==> config.mk <==
export PLATFORM = sky130hd
export DESIGN_NAME = instr_fetch
export DESIGN_NICKNAME = d
export VERILOG_FILES = /design/src/rtl/instr_fetch.sv
export SDC_FILE = /design/constraint.sdc
export NUM_CORES = 1
export LEC_CHECK = 0
export ABC_CLOCK_PERIOD_IN_PS = 2400
export BUFFER_PORTS_ARGS = -buffer_cell sky130_fd_sc_hd__buf_2
export CORE_MARGIN = 5
export CORE_UTILIZATION = 45
export CTS_CLUSTER_DIAMETER = 60
export CTS_CLUSTER_SIZE = 24
export DETAILED_ROUTE_END_ITERATION = 16
export PLACE_DENSITY = 0.74
export SLEW_MARGIN = 10
export SYNTH_ARGS = -nofsm -noshare
export SYNTH_HDL_FRONTEND = slang
export SYNTH_SLANG_ARGS = --single-unit
export TNS_END_PERCENT = 5
==> constraint.sdc <==
create_clock -name clk -period 2.4 [get_ports clk]
set_input_delay 0.48 -clock clk [delete_from_list [all_inputs] [get_ports clk]]
set_output_delay 0.48 -clock clk [all_outputs]
set_load 0.01 [all_outputs]
==> src/rtl/instr_fetch.sv <==
`default_nettype none
// ============================================================================
// Module   : instr_fetch
// Purpose  : Instruction fetch unit: requests words from instruction memory,
//            holds them in IR until retired, follows branches, stops on halt.
// Revision : 1.0
// ============================================================================
module instr_fetch #(
   parameter int                 ADDR_W   = 16,
   parameter logic [ADDR_W-1:0]  RESET_PC = '0
) (
   input  logic              clk,
   input  logic              rst_f,
   input  logic              next,
   input  logic              br_taken,
   input  logic [ADDR_W-1:0] br_addr,
   output logic              mem_req,
   output logic [ADDR_W-1:0] mem_addr,
   input  logic              mem_ack,
   input  logic [31:0]       mem_data,
   output logic [31:0]       ir,
   output logic              ir_valid,
   output logic [ADDR_W-1:0] pc,
   output logic              halted,
   output logic [15:0]       instr_cnt
);

   localparam logic [3:0] c_HALT_OP = 4'hF;

   typedef enum logic [1:0] {
      IDLE  = 2'd0,
      FETCH = 2'd1,
      HOLD  = 2'd2,
      HALT  = 2'd3
   } state_t;

   state_t            r_state;
   logic [ADDR_W-1:0] r_fetch_addr;

   // The fetch address register drives memory directly, so it is stable
   // for as long as the request is held.
   assign mem_addr = r_fetch_addr;

   always_ff @(posedge clk) begin
      if (rst_f) begin
         r_state      <= IDLE;
         r_fetch_addr <= RESET_PC;
         ir           <= '0;
         ir_valid     <= 1'b0;
         pc           <= RESET_PC;
         mem_req      <= 1'b0;
         halted       <= 1'b0;
         instr_cnt    <= '0;
      end else begin
         case (r_state)
            IDLE: begin
               r_state <= FETCH;
               mem_req <= 1'b1;
            end
            FETCH: begin
               if (mem_ack) begin
                  ir           <= mem_data;
                  pc           <= r_fetch_addr;
                  r_fetch_addr <= r_fetch_addr + ADDR_W'(1);
                  ir_valid     <= 1'b1;
                  mem_req      <= 1'b0;
                  if (instr_cnt != 16'hFFFF)
                     instr_cnt <= instr_cnt + 16'd1;
                  if (mem_data[31:28] == c_HALT_OP) begin
                     r_state <= HALT;
                     halted  <= 1'b1;
                  end else begin
                     r_state <= HOLD;
                  end
               end
            end
            HOLD: begin
               if (next) begin
                  ir_valid <= 1'b0;
                  mem_req  <= 1'b1;
                  r_state  <= FETCH;
                  if (br_taken)
                     r_fetch_addr <= br_addr;
               end
            end
            HALT: begin
               r_state <= HALT;
            end
            default: begin
               r_state <= IDLE;
               mem_req <= 1'b0;
            end
         endcase
      end
   end

endmodule
`default_nettype wire

Word level (Yosys, flattened, before mapping)
Cells that the tools add are included.

Flip-flop bits (word level): 85. Latch bits: 0. Bits in writable memories: 0. ROM bits: 0. Output and inout port bits: 83. Memories kept: 0.

Add/sub/neg operators: 2. Multiply operators: 0. Div/mod/pow operators: 0. Order comparisons: 0. Equal/unequal tests: 8. Shifts and indexed selects: 0. Multiplexer cells: 14. Bitwise operators: 0. Reductions and logical operators: 10.

Operators with widths (count): 16-bit two-way mux (3); 16-bit by 1-bit adder with 16-bit output (second input constant) (2); 16-bit one-hot mux with 2 select lines (1); 16-bit != test (second input constant) (1); 3-bit AND reduction (4); 2-bit one-hot mux with 4 select lines (1); 2-bit != test (second input constant) (3); 1-bit two-way mux (5); 2-bit equality test (second input constant) (2); 4-bit equality test (second input constant) (1); 2-bit two-way mux (2); 2-bit AND reduction (2); 4-bit AND reduction (1); 1-bit one-hot mux with 3 select lines (1); 3-bit nonzero test (1); 2-bit by 1-bit equality test with 1-bit output (second input constant) (1); 2-bit zero test (1); 1-bit one-hot mux with 2 select lines (1); 2-bit nonzero test (1).

Depth between registers and ports, before layout
Depth in word-level cells: 4. Depth in mapped cells: 7. Gate-level depth less buffers: 5.

Least setup slack after synthesis
Ideal clock, no wire load.

Path kind: reg2reg. Start: register instr_cnt[0]. End: register instr_cnt[1]. Setup time: 0.128 ns. Data arrival time: 1.797 ns. Setup slack: 0.476 ns. Stages on the path, launching flop included: 8. Path buffers: 2. Cell sequence: dfxtp_1 > ha_1 > nand4_1 > o41ai_2 > buf_2 > buf_2 > mux2i_1 > nor2_1.

Longest elaborated chain between the ends: 2. Elaborated cells on any way between the ends: 3. Classes of those cells: add/sub (1); eq/ne (1); reduce/logical (1).

RTL lines: start, declared (line 25) `output logic [15:0] instr_cnt`; start signal, assigned (line 68) `instr_cnt <= instr_cnt + 16'd1;`; branches (longest 2 deep; another with 16-bit by 1-bit adder with 16-bit output).

Parallel ways; which one is timed is not known. A chain may end at the register's enable or synchronous reset.

Final worst setup path
Start: register instr_cnt[0]. End: register instr_cnt[14].

The elaborated chain is that of the path after synthesis.

==> impl_results.md <==
* Post-synth top flop: dfxtp_1
* Core area at 0.00777 mm2
* N_diodes at 0
* CP Capture Type: flip-flop
* Final total power at 2.68 mW
* RSZ-0062 raised after global routing: false
* P per Cell Area at 591 mW/mm2
* GP Congestion at 0.865
* Fin Setup TNS at 0 ns
* Mean post-synth cell area at 7.86 um2
* Clk slew on worst S/H paths at 0.09 ns
* Synth warn at 0
* Clock sinks at 85
* Final setup violation count at 0
* Async S/R FF share, synth at 0
* Post-CTS Hold Buffers at 0
* H-tree depth at 3
* Initial DRC Count at 191
* Startpoint Class: flip-flop
* GR Overflow Total at 0
* Post-CTS setup buffers at 0
* All-Layer GR Usage at 0.201
* Area of the multi-input gates at 0.00177 mm2
* Final Cycle Share at 0.809
* # resized after CTS at 0
* Most frequent cells in the layout: buf_2, nand2_1, dfxtp_1
* Slew @ Worst Pin at 0.629 ns
* Initial Util at 0.465
* Slew headroom at 0.580
* Arrival @ worst endpoint at 2.22 ns
* Die height at 99.6 um
* Root Driver: clkbuf_8
* Antenna Violating Nets Remaining at 0
* Longest Clk Path Bufs at 2
* Post-synthesis cell type count at 41
* CP max FO at 8
* Die Wd at 99.6 um
* FILL cells at 763
* Hold Worst Slack at 0.365 ns
* Fmax achieved at 515 MHz
* TritonRoute pass-1 iters at 4
* Area growth syn-to-layout at 25.7%
* Syn Inst Count at 459
* Critical Path RT at 2.68 ns
* DR DRC count at 0
* Post-synth EDFFs at 0
* Max-slew violations at 0
* Ports at 136
* Placed Instances at 674
* Layout cells sized above 1 at 0.274
* Commonest non-fill, non-tap cell in the layout: buf_2
* Drt via density at 5.39
* Die area at 0.00991 mm2
* Max-Cap Viols at 0
* Post-Syn Nets at 514
* Worst hold path class: input port to flip-flop
* Pin count of the biggest net entering global routing at 52
* WL/cell at 14.5 um
* Vias in the first global route at 3456
* Cts bufs inserted at 9
* IO Port Bufs at 135
* Critical setup path kind: flip-flop to flip-flop
* First-pass GRT wire length at 16400 um
* Post-synthesis sequential area ratio at 0.471
* Outcome: complete, no violations
* Clk_lat worst skew at 0.35 ns
* Hpwl dp at 7210 um
* Via count at 3718
* Post-layout min period at 1.94 ns
* CTS tree: yes
* Synth Register Bits at 85
* Skew final at 0.0152 ns
* Leakage at 1.88 nW
* Final nets at 638
* Overall routed net length at 10000 um
* Peak VDD IR at 0.000313 V
* Final Hold Viols at 0
* Row count at 32
* Initial antenna violation count at 0
* Mapped cell area at 0.00361 mm2
* Fin cells at 690
* Register area at 0.00170 mm2
## per-layer routing
metal	share of wire	global-route usage	vias to the layer above
li1	-	-	1855
met4	0.015	0.0725	0
met2	0.47	0.324	138
met1	0.43	0.259	1716
met5	0	0	-
met3	0.088	0.0540	9
## cells in the mapped netlist, types with 3 or more instances
library cell  number  area [um2]
a21oi_1           78         390
nand4_1           11        68.8
a211oi_1           3        22.5
or3_1             10        62.6
nand2_1          114         428
nor3_1             6        30.0
and2_0             5        31.3
inv_1              4        15.0
o21ai_0           24         120
o22ai_1            4        25.0
nor4_1             4        25.0
clkbuf_1          28         105
nor2_1            10        37.5
or4_1              5        37.5
buf_2              4        20.0
o31ai_1            4        30.0
nand3_1           13        65.1
and3_1             4        25.0
dfxtp_1           85        1700
mux2i_1            8        80.1
and2_1             7        43.8
## stage by stage
step	cell area [um2]	setup slack (ns)	util
2_1_floorplan	3610	0.476	-
3_3_place_gp	4380	0.454	0.563
3_5_place_dp	4380	0.449	0.563
4_1_cts	4540	0.462	0.584
5_1_grt	4540	0.340	0.584
6_report	4540	0.459	0.584
## state kept, by name, indices dropped and copies added, names as in the netlist
signal     flops
halted         1
pc            16
ir_valid       1
r_state        2
mem_req        1
mem_addr      16
instr_cnt     16
ir            32
## area by class of cell
| type | instances | area share |
|---|---|---|
| tap | 102 | 0.0281 |
| multi-input combinational | 338 | 0.390 |
| clock buffer | 12 | 0.0298 |
| clock inverter | 4 | 0.00552 |
| sequential | 85 | 0.375 |
| timing repair buffer | 145 | 0.168 |
| inverter | 4 | 0.00331 |
## power breakdown
group          switching (mW)  total [mW]  internal (mW)
clock                   0.502       0.876          0.374
combinational           0.188       0.313          0.124
sequential             0.0366        1.49           1.46
total                   0.727        2.68           1.95
## critical path, cell delays in order, from the launching register on
cell and delay [ns]:
dfxtp_1 0.38, ha_1 0.24, nand4_1 0.15, or3_1 0.47
or4_1 0.50, a21oi_1 0.15
## kinds of logic after synthesis
group | count (synthesis) | share of synthesized area
simple gates | 200 | 0.260
compound gates | 126 | 0.195
flops | 85 | 0.471
buf+inv | 36 | 0.0388
mux | 9 | 0.0253
fa+ha+maj | 2 | 0.00693
xor+xnor | 1 | 0.00243
## path summary, 6_finish.rpt
check	depth (start not counted)	endpoint	startpoint	slack (ns)
setup / recovery	5	instr_cnt[14]	instr_cnt[0]	0.46
hold reg to reg	2	ir[11]	ir[11]	0.45
hold / removal	3	ir[7]	mem_data[7]	0.37
setup reg to reg	5	instr_cnt[14]	instr_cnt[0]	0.46
Power figures use the tool's default switching activity.
